===== src/rtl/cpu_ctrl_seq.sv =====
// Instruction sequencer for the basic-computer CPU: owns PC/IR/EA and walks
// fetch/decode/indirect/resolve/execute against a req/ack memory port.
module cpu_ctrl_seq #(
    parameter int DWIDTH   = 16,
    parameter int AWIDTH   = 12,
    parameter int RESET_PC = 0,
    parameter int INT_VEC  = 0,
    localparam int OPW     = DWIDTH - 1 - AWIDTH
) (
    input  logic              clk,
    input  logic              reset_n,
    input  logic              i_start,
    input  logic              i_irq,
    input  logic              i_ien,
    output logic              o_mem_req,
    output logic              o_mem_we,
    output logic [AWIDTH-1:0] o_mem_addr,
    output logic [DWIDTH-1:0] o_mem_wdata,
    input  logic              i_mem_ack,
    input  logic [DWIDTH-1:0] i_mem_rdata,
    output logic              o_exec,
    output logic [OPW-1:0]    o_opcode,
    output logic              o_ind,
    output logic              o_reg_ref,
    output logic              o_io_ref,
    output logic [AWIDTH-1:0] o_ea,
    output logic [DWIDTH-1:0] o_ir,
    output logic [AWIDTH-1:0] o_pc,
    input  logic              i_ex_done,
    input  logic              i_skip,
    input  logic              i_pc_load,
    input  logic [AWIDTH-1:0] i_pc_value,
    output logic              o_busy,
    output logic              o_halt,
    output logic              o_int_ack
);

    typedef enum logic [2:0] {
        S_IDLE, S_FETCH, S_DECODE, S_INDIRECT, S_RESOLVE, S_EXEC, S_INTR, S_HALT
    } state_t;

    localparam logic [AWIDTH-1:0] RESET_PC_A = AWIDTH'(RESET_PC);
    localparam logic [AWIDTH-1:0] INT_VEC_A  = AWIDTH'(INT_VEC);
    localparam logic [OPW-1:0]    OP_BUN     = OPW'(4);

    state_t              state, next_state, dispatch;
    logic [AWIDTH-1:0]   pc, ea;
    logic [DWIDTH-1:0]   ir;
    logic                mem_req_q, exec_q, int_ack_q;
    logic                xfer;
    logic [OPW-1:0]      opcode;
    logic                ind, reg_ref, io_ref;

    assign opcode  = ir[DWIDTH-2:AWIDTH];
    assign ind     = ir[DWIDTH-1];
    assign reg_ref = (&opcode) & ~ind;
    assign io_ref  = (&opcode) & ind;
    assign xfer    = mem_req_q & i_mem_ack;

    always_ff @(posedge clk or negedge reset_n) begin
        if (!reset_n) state <= S_IDLE;
        else          state <= next_state;
    end

    always_comb begin
        dispatch   = (i_irq && i_ien) ? S_INTR : S_FETCH;
        next_state = state;
        case (state)
            S_IDLE, S_HALT: if (i_start) next_state = dispatch;
            S_FETCH:        if (xfer) next_state = S_DECODE;
            S_DECODE: begin
                if (reg_ref && ir[0])  next_state = S_HALT;
                else if (&opcode)      next_state = S_EXEC;
                else if (ind)          next_state = S_INDIRECT;
                else                   next_state = S_RESOLVE;
            end
            S_INDIRECT:     if (xfer) next_state = S_RESOLVE;
            S_RESOLVE:      next_state = (opcode == OP_BUN) ? dispatch : S_EXEC;
            S_EXEC:         if (i_ex_done) next_state = dispatch;
            S_INTR:         if (xfer) next_state = S_FETCH;
            default:        next_state = S_IDLE;
        endcase
    end

    always_ff @(posedge clk or negedge reset_n) begin
        if (!reset_n) begin
            pc <= RESET_PC_A;
            ir <= '0;
            ea <= '0;
        end else begin
            case (state)
                S_FETCH: if (xfer) begin
                    ir <= i_mem_rdata;
                    pc <= pc + AWIDTH'(1);
                end
                S_DECODE:   ea <= ir[AWIDTH-1:0];
                S_INDIRECT: if (xfer) ea <= i_mem_rdata[AWIDTH-1:0];
                S_RESOLVE:  if (opcode == OP_BUN) pc <= ea;
                S_EXEC: if (i_ex_done) begin
                    if (i_pc_load)   pc <= i_pc_value;
                    else if (i_skip) pc <= pc + AWIDTH'(1);
                end
                S_INTR:     if (xfer) pc <= INT_VEC_A + AWIDTH'(1);
                default: ;
            endcase
        end
    end

    // Request is registered off the next state; clearing it on a completed
    // transfer forces one idle cycle before any back-to-back request.
    always_ff @(posedge clk or negedge reset_n) begin
        if (!reset_n) begin
            mem_req_q <= 1'b0;
            exec_q    <= 1'b0;
            int_ack_q <= 1'b0;
        end else begin
            mem_req_q <= (next_state inside {S_FETCH, S_INDIRECT, S_INTR}) && !xfer;
            exec_q    <= (next_state == S_EXEC) && (state != S_EXEC);
            int_ack_q <= (state == S_INTR) && xfer;
        end
    end

    always_comb begin
        o_busy      = !(state inside {S_IDLE, S_HALT});
        o_halt      = (state == S_HALT);
        o_mem_we    = (state == S_INTR);
        o_mem_wdata = {{(DWIDTH-AWIDTH){1'b0}}, pc};
        o_mem_addr  = pc;
        if (state == S_INDIRECT) o_mem_addr = ea;
        else if (state == S_INTR) o_mem_addr = INT_VEC_A;
    end

    assign o_mem_req = mem_req_q;
    assign o_exec    = exec_q;
    assign o_int_ack = int_ack_q;
    assign o_opcode  = opcode;
    assign o_ind     = ind;
    assign o_reg_ref = reg_ref;
    assign o_io_ref  = io_ref;
    assign o_ea      = ea;
    assign o_ir      = ir;
    assign o_pc      = pc;

endmodule


===== config.mk =====
export PLATFORM = sky130hd
export DESIGN_NAME = cpu_ctrl_seq
export DESIGN_NICKNAME = d
export VERILOG_FILES = /design/src/rtl/cpu_ctrl_seq.sv
export SDC_FILE = /design/constraint.sdc
export NUM_CORES = 1
export LEC_CHECK = 0
export ABC_CLOCK_PERIOD_IN_PS = 2730
export CORE_MARGIN = 2
export CORE_UTILIZATION = 35
export CTS_CLUSTER_SIZE = 40
export DETAILED_ROUTE_END_ITERATION = 16
export PLACE_DENSITY = 0.67
export SYNTH_ARGS = -nofsm -noshare
export SYNTH_HDL_FRONTEND = slang
export SYNTH_SLANG_ARGS = --single-unit

===== constraint.sdc =====
create_clock -name clk -period 2.73 [get_ports clk]
set_input_delay 0.4095 -clock clk [delete_from_list [all_inputs] [get_ports clk]]
set_output_delay 0.4095 -clock clk [all_outputs]
set_load 0.03 [all_outputs]

==> results of run 1 <==
-- worst min-delay path by stage --
stage                       start        to  slack, ps  cells past startpoint
after floorplan           reset_n   o_ea[0]        110                      0
after global placement    o_ir[1]   o_ir[1]        520                      1
after detailed placement  o_ir[3]   o_ir[3]        520                      1
after CTS                 reset_n   o_ea[6]        330                      1
after global routing      reset_n  o_ir[15]        380                      1
final                     reset_n  o_ir[15]        300                      1
-- cells in the mapped netlist, types with 2 or more instances --
cell type   n  area share, %
o32a_1      2           0.68
a21oi_1    21            3.6
a21oi_2     3           0.89
mux2_2     15            5.7
inv_1      10            1.3
o32ai_1     2           0.59
a22o_1     16            4.8
nand3_1     7            1.2
and3_1      8            1.7
mux2i_1    12            4.1
clkbuf_1    4           0.51
o211ai_1    2           0.51
o22ai_1     3           0.64
buf_2      11            1.9
nand2_1    22            2.8
o32ai_2     2            1.1
and2_1      2           0.42
nand2b_1    4           0.85
nor2b_1    14            3.0
nor3_1      2           0.34
a41oi_1     2           0.59
a31oi_1     8            1.7
o21ai_0    31            5.3
buf_4      25            6.4
dfrtp_1    46             39
clkbuf_8    2           0.93
nor2_1     19            2.4
-- cell families (layout without fill, tap and decap cells) --
family                   count (synthesis)  in the layout  share of synthesized area [%]
AO/OA/AOI/OAI                          105            105                           24.5
AND/OR/NAND/NOR                         86             86                           15.2
buffers and inverters                   52            143                           11.0
flip-flops                              46             46                           39.1
multiplexers                            27             27                           9.81
adder cells (fa/ha/maj)                  1              1                          0.425
other                                    1              4                          0.127
-- routing by layer --
| layer | GRT usage (%) | up-vias | routed length (µm) | part of all wire [%] |
|---|---|---|---|---|
| li1 | - | 1320 | - | - |
| met1 | 27.0 | 1347 | 3920 | 45 |
| met2 | 32.2 | 104 | 4280 | 49 |
| met3 | 3.05 | 12 | 431 | 4.9 |
| met4 | 6.55 | 0 | 149 | 1.7 |
| met5 | 0 | - | 0 | 0 |
-- layout make-up --
type,instances,share of cell area [%]
clock buffer,6,1.77
clock inverter,2,0.335
inverter,10,0.913
multi-input combinational,223,36.3
sequential,46,28.0
tap,105,3.20
timing repair buffer,125,29.5
-- per-stage QoR --
step	hold slack (ps)	setup WS (ps)	total power, mW
global route	376	29.8	6.26
global placement	519	188	5.39
CTS	334	80.0	5.87
detailed placement	521	31.5	5.43
finish	296	137	5.85
floorplan	114	601	4.04
-- worst max-delay path, cell delays in order, from the launching register on --
cell and delay (ps):
dfrtp_1 410, nand2b_1 100, or2_1 130, inv_1 80
nor2_4 290, a22o_1 200, clkdlybuf4s50_1 670
-- report_power, final --
part	total, mW	leakage (nW)	internal (mW)	switching [mW]
logic	4.02	1.04	1.70	2.32
clock network	0.429	0.0452	0.181	0.248
registers	1.41	0.581	0.991	0.416
-- repair_timing --
item / CTS / global route
pin swaps: 0 / 0
resized for setup: 2 / 1
endpoints found under the setup margin: 10 / 10
-- flip-flops by register name, indices dropped and copies added (netlist names) --
signal and cells:
o_int_ack 1, o_pc 12, o_exec 1, o_mem_req 1, state 3, o_ea 12, o_ir 16
==> flow_summary.ini, run 1 <==
[final_layout]
drive_gt1_share_pct = 12.4
layout_common_cells = clkdlybuf4s50_1 (109), dfrtp_1 (46), o21ai_0 (31)
finalNetCount = 449
areaGrowthSynthToFinish_pct = 39.5
fillers = 783
n_antenna_cell = 0
layout_commonest_cell = clkdlybuf4s50_1
stdcell_count = 517
final_core_util_pct = 50.3
multi_input_area_um2 = 1490
fin_area_um2 = 4110
seq_area_um2 = 1150

[sta]
max_freq_mhz = 386
slew_headroom_pct = 30.1
finalHoldViolCount = 0
final-setup-viol-count = 0
tightest_slew_ps = 1050
fin_skew_ps = 4.53
min_period_ps = 2590
rsz0062_at_grt = no
finalSetupTns_ps = 0
post-route-period-util_pct = 95.0
slew_viol_final = 0

[worst_setup_path]
cp-endpoint = o_mem_addr[3]
cp_data_arrival_time_ps = 2180
cp.required_ps = 2320
worst_setup_path_end_kind = output port
r2r_end = o_exec
r2r_cells = 6
regToRegSetupSlack_ps = 670
start_kind = register
path_max_fanout = 12
r2r_start = state[1]
criticalPathCategory = reg -> out
worstSetupStartpoint = state[1]

[grt]
grt_pass1_wl_um = 14000
first_global_vias = 2697
grt_overflow_total = 0
grt_max_degree = 47
antenna_found_initial = 0
grt_usage_pct = 19.8

[synth]
avgSynthCellArea_um2 = 9.27
synthFlopType = dfrtp_1
synth-seq-area-share_pct = 39.1
synth_area_um2 = 2950
synth.distinct_cells = 50
ys_ff_latch = 46
yosysWarnings = 0
async_flop_share_pct = 100
synth_edf_count = 0
synthCells = 318

[clocking]
clkSinkCount = 46
cts_tree = built
numCtsBuffers = 5
cts_root_buf = clkbuf_8
clk_path_buf_depth = 2
htreeDepth = 2
postCtsSetupBuffers = 0
clk_pin_slew_ps = 90
cts_hold_buf = 0
worstSkewPairLatency_ps = 300

[die]
core_area_um2 = 8180
die-area_um2 = 9170
die_y_um = 95.8
start_util_pct = 36.0
die_width_um = 95.8
pin_count = 117
num_rows = 33

[route]
routed_wl_um = 8780
drtAntennaViolNets = 0
viasPerCell = 5.38
wl_per_cell_um = 17.0
vias = 2783
drc = 0
drt_pass1_iterations = 4
drt_iter0_drc = 154

[min_path]
hold_path.class = in -> async

[placed_design]
portBuffers = 112
place_inst = 509
dp_hpwl_um = 6650
dpl_cell_area_um2 = 4010
gp_congestion = 0.881

[power]
powerDensity_nw_per_um2 = 1420
peakVddDrop_mv = 0.760
leakage_nw = 1.67

[run]
drv_cap = 0

[status]
status = completed
Power figures use the tool's default switching activity.
==> inputs of run 2 (changes only) <==
Settings changed: PLACE_DENSITY 0.67 to 0.75.
==> run 2 against run 1 <==
  * Cell count is 0.19% higher
  * Clock skew rose by 4.8 ps
  * Sequential power barely moved
  * Die area stayed put
  * Non-clock buffer count up 1
  * Critical path type unchanged
  * Critical endpoint is now o_mem_addr[9]
  * Highest routed layer unchanged
==> flow_summary.ini, run 2 (synthesized netlist as in run 1, its figures left out) <==
[final_layout]
layout_commonest_cell = clkdlybuf4s50_1
drive_gt1_share_pct = 13.1
n_antenna_cell = 0
finalNetCount = 450
final_core_util_pct = 50.6
largest_reg_flops = 16
layout_common_cells = clkdlybuf4s50_1 (105), dfrtp_1 (46), o21ai_0 (31)
fin_area_um2 = 4130
areaGrowthSynthToFinish_pct = 40.3

[clocking]
postCtsSetupBuffers = 0
clkSinkCount = 46
worstSkewPairLatency_ps = 310
cts_hold_buf = 0
cts_root_buf = clkbuf_8
htreeDepth = 2
cts_tree = built
clk_path_buf_depth = 2
numCtsBuffers = 5
clk_pin_slew_ps = 90

[die]
num_rows = 33
die-area_um2 = 9170
die_y_um = 95.8
pin_count = 117
die_width_um = 95.8
core_area_um2 = 8180
start_util_pct = 36.0

[placed_design]
dpl_cell_area_um2 = 4020
portBuffers = 112
dp_hpwl_um = 6470
gp_congestion = 0.888

[worst_setup_path]
crit_family = buffers and inverters
regToRegSetupSlack_ps = 650
crit_slowest_cell = clkdlybuf4s50_1
cp.required_ps = 2320
cpPeakStageDelay_ps = 660
path_max_fanout = 24
r2r_start = state[1]
critPathBufInv = 3
worst_setup_path_end_kind = output port
start_kind = register
criticalPathCategory = reg -> out
cp_data_arrival_time_ps = 2190
worstSetupStartpoint = state[2]
crit_chain = inv_1 -> and3_1 -> buf_6 -> a22o_1 -> clkdlybuf4s50_1

[sta]
rsz0062_at_grt = no
finalSetupTns_ps = 0
tightest_slew_ps = 683
min_period_ps = 2600
whs_ps = 54.7
finalHoldViolCount = 0
max_freq_mhz = 385
post-route-period-util_pct = 95.2
final-setup-viol-count = 0
slew_headroom_pct = 54.5
slew_viol_final = 0
fin_skew_ps = 9.36

[route]
routed_wl_um = 8650
viasPerCell = 5.30
drt_pass1_iterations = 5
drc = 0
wl_per_cell_um = 16.7
drtAntennaViolNets = 0
drt_iter0_drc = 286
vias = 2746

[power]
leakage_nw = 1.72
peakVddDrop_mv = 0.527
powerDensity_nw_per_um2 = 1420

[min_path]
hold_path.class = in -> async

[grt]
grt_max_degree = 28
grt_overflow_total = 0
first_global_vias = 2583
antenna_found_initial = 0
grt_pass1_wl_um = 13500
grt_usage_pct = 18.9

[run]
drv_cap = 0

[status]
status = completed
-- run 2: cell types whose count changed in the layout (fill, tap and decap cells not counted) --
cell             change
buf_4                +2
clkbuf_1             -1
clkdlybuf4s50_1      -4
clkinv_2             -1
clkinv_4             -1
clkinvlp_4           +1
dlymetal6s2s_1       +3
inv_6                +1
inv_8                +1
-- run 2: layout make-up --
cell class | count | area, µm²
Inverter | 10 | 37.5
Sequential cell | 46 | 1150
Timing Repair Buffer | 126 | 1220
Clock inverter | 3 | 27.5
Clock buffer | 5 | 68.8
Fill cell | 774 | 4040
Multi-Input combinational cell | 223 | 1490
Tap cell | 105 | 131
-- run 2: metrics by stage --
step | worst slack, ps | instances | power [mW]
finish | 132 | 518 | 5.88
global route | 20.8 | 518 | 6.25
CTS | 8.00 | 518 | 5.89
detailed placement | 35.1 | 510 | 5.41
global placement | 196 | 510 | 5.37
floorplan | 601 | 321 | 4.04
-- run 2: worst reg2reg max path, cell delays in order (launching register included) --
cell      delay [ps]
dfrtp_1          400
buf_4            190
nand2b_1         460
a41oi_1          380
a21oi_2           90
a21oi_2          270
and3_2           240
-- run 2: where the power goes --
part	leakage (nW)	internal [mW]	total, mW	switching, mW
logic	1.09	1.70	4.02	2.32
clock network	0.0467	0.190	0.454	0.264
registers	0.581	0.991	1.41	0.418
-- run 2: worst paths after layout --
| check | depth (start not counted) | endpoint |
|---|---|---|
| worst max-delay path | 5 | o_mem_addr[9] |
| worst min-delay path | 1 | o_ir[15] |
| worst max register to register | 6 | o_exec |
| worst min register to register | 1 | o_ir[8] |
| max in group asynchronous | 2 | state[0] |
| min in group clk | 1 | o_ir[8] |
-- run 2: repair_timing --
item,4_1_cts,5_1_grt
pin swaps,0,1
resized for setup,2,4
endpoints found under the setup margin,9,9
-- run 2: layer usage --
layer  GRT usage [%]  share of wire [%]  vias up
li1                -                  -     1322
met1            27.6                 45     1287
met2            29.5                 47      126
met3            2.98                6.4       11
met4            4.40                1.4        0
met5               0                  0        -
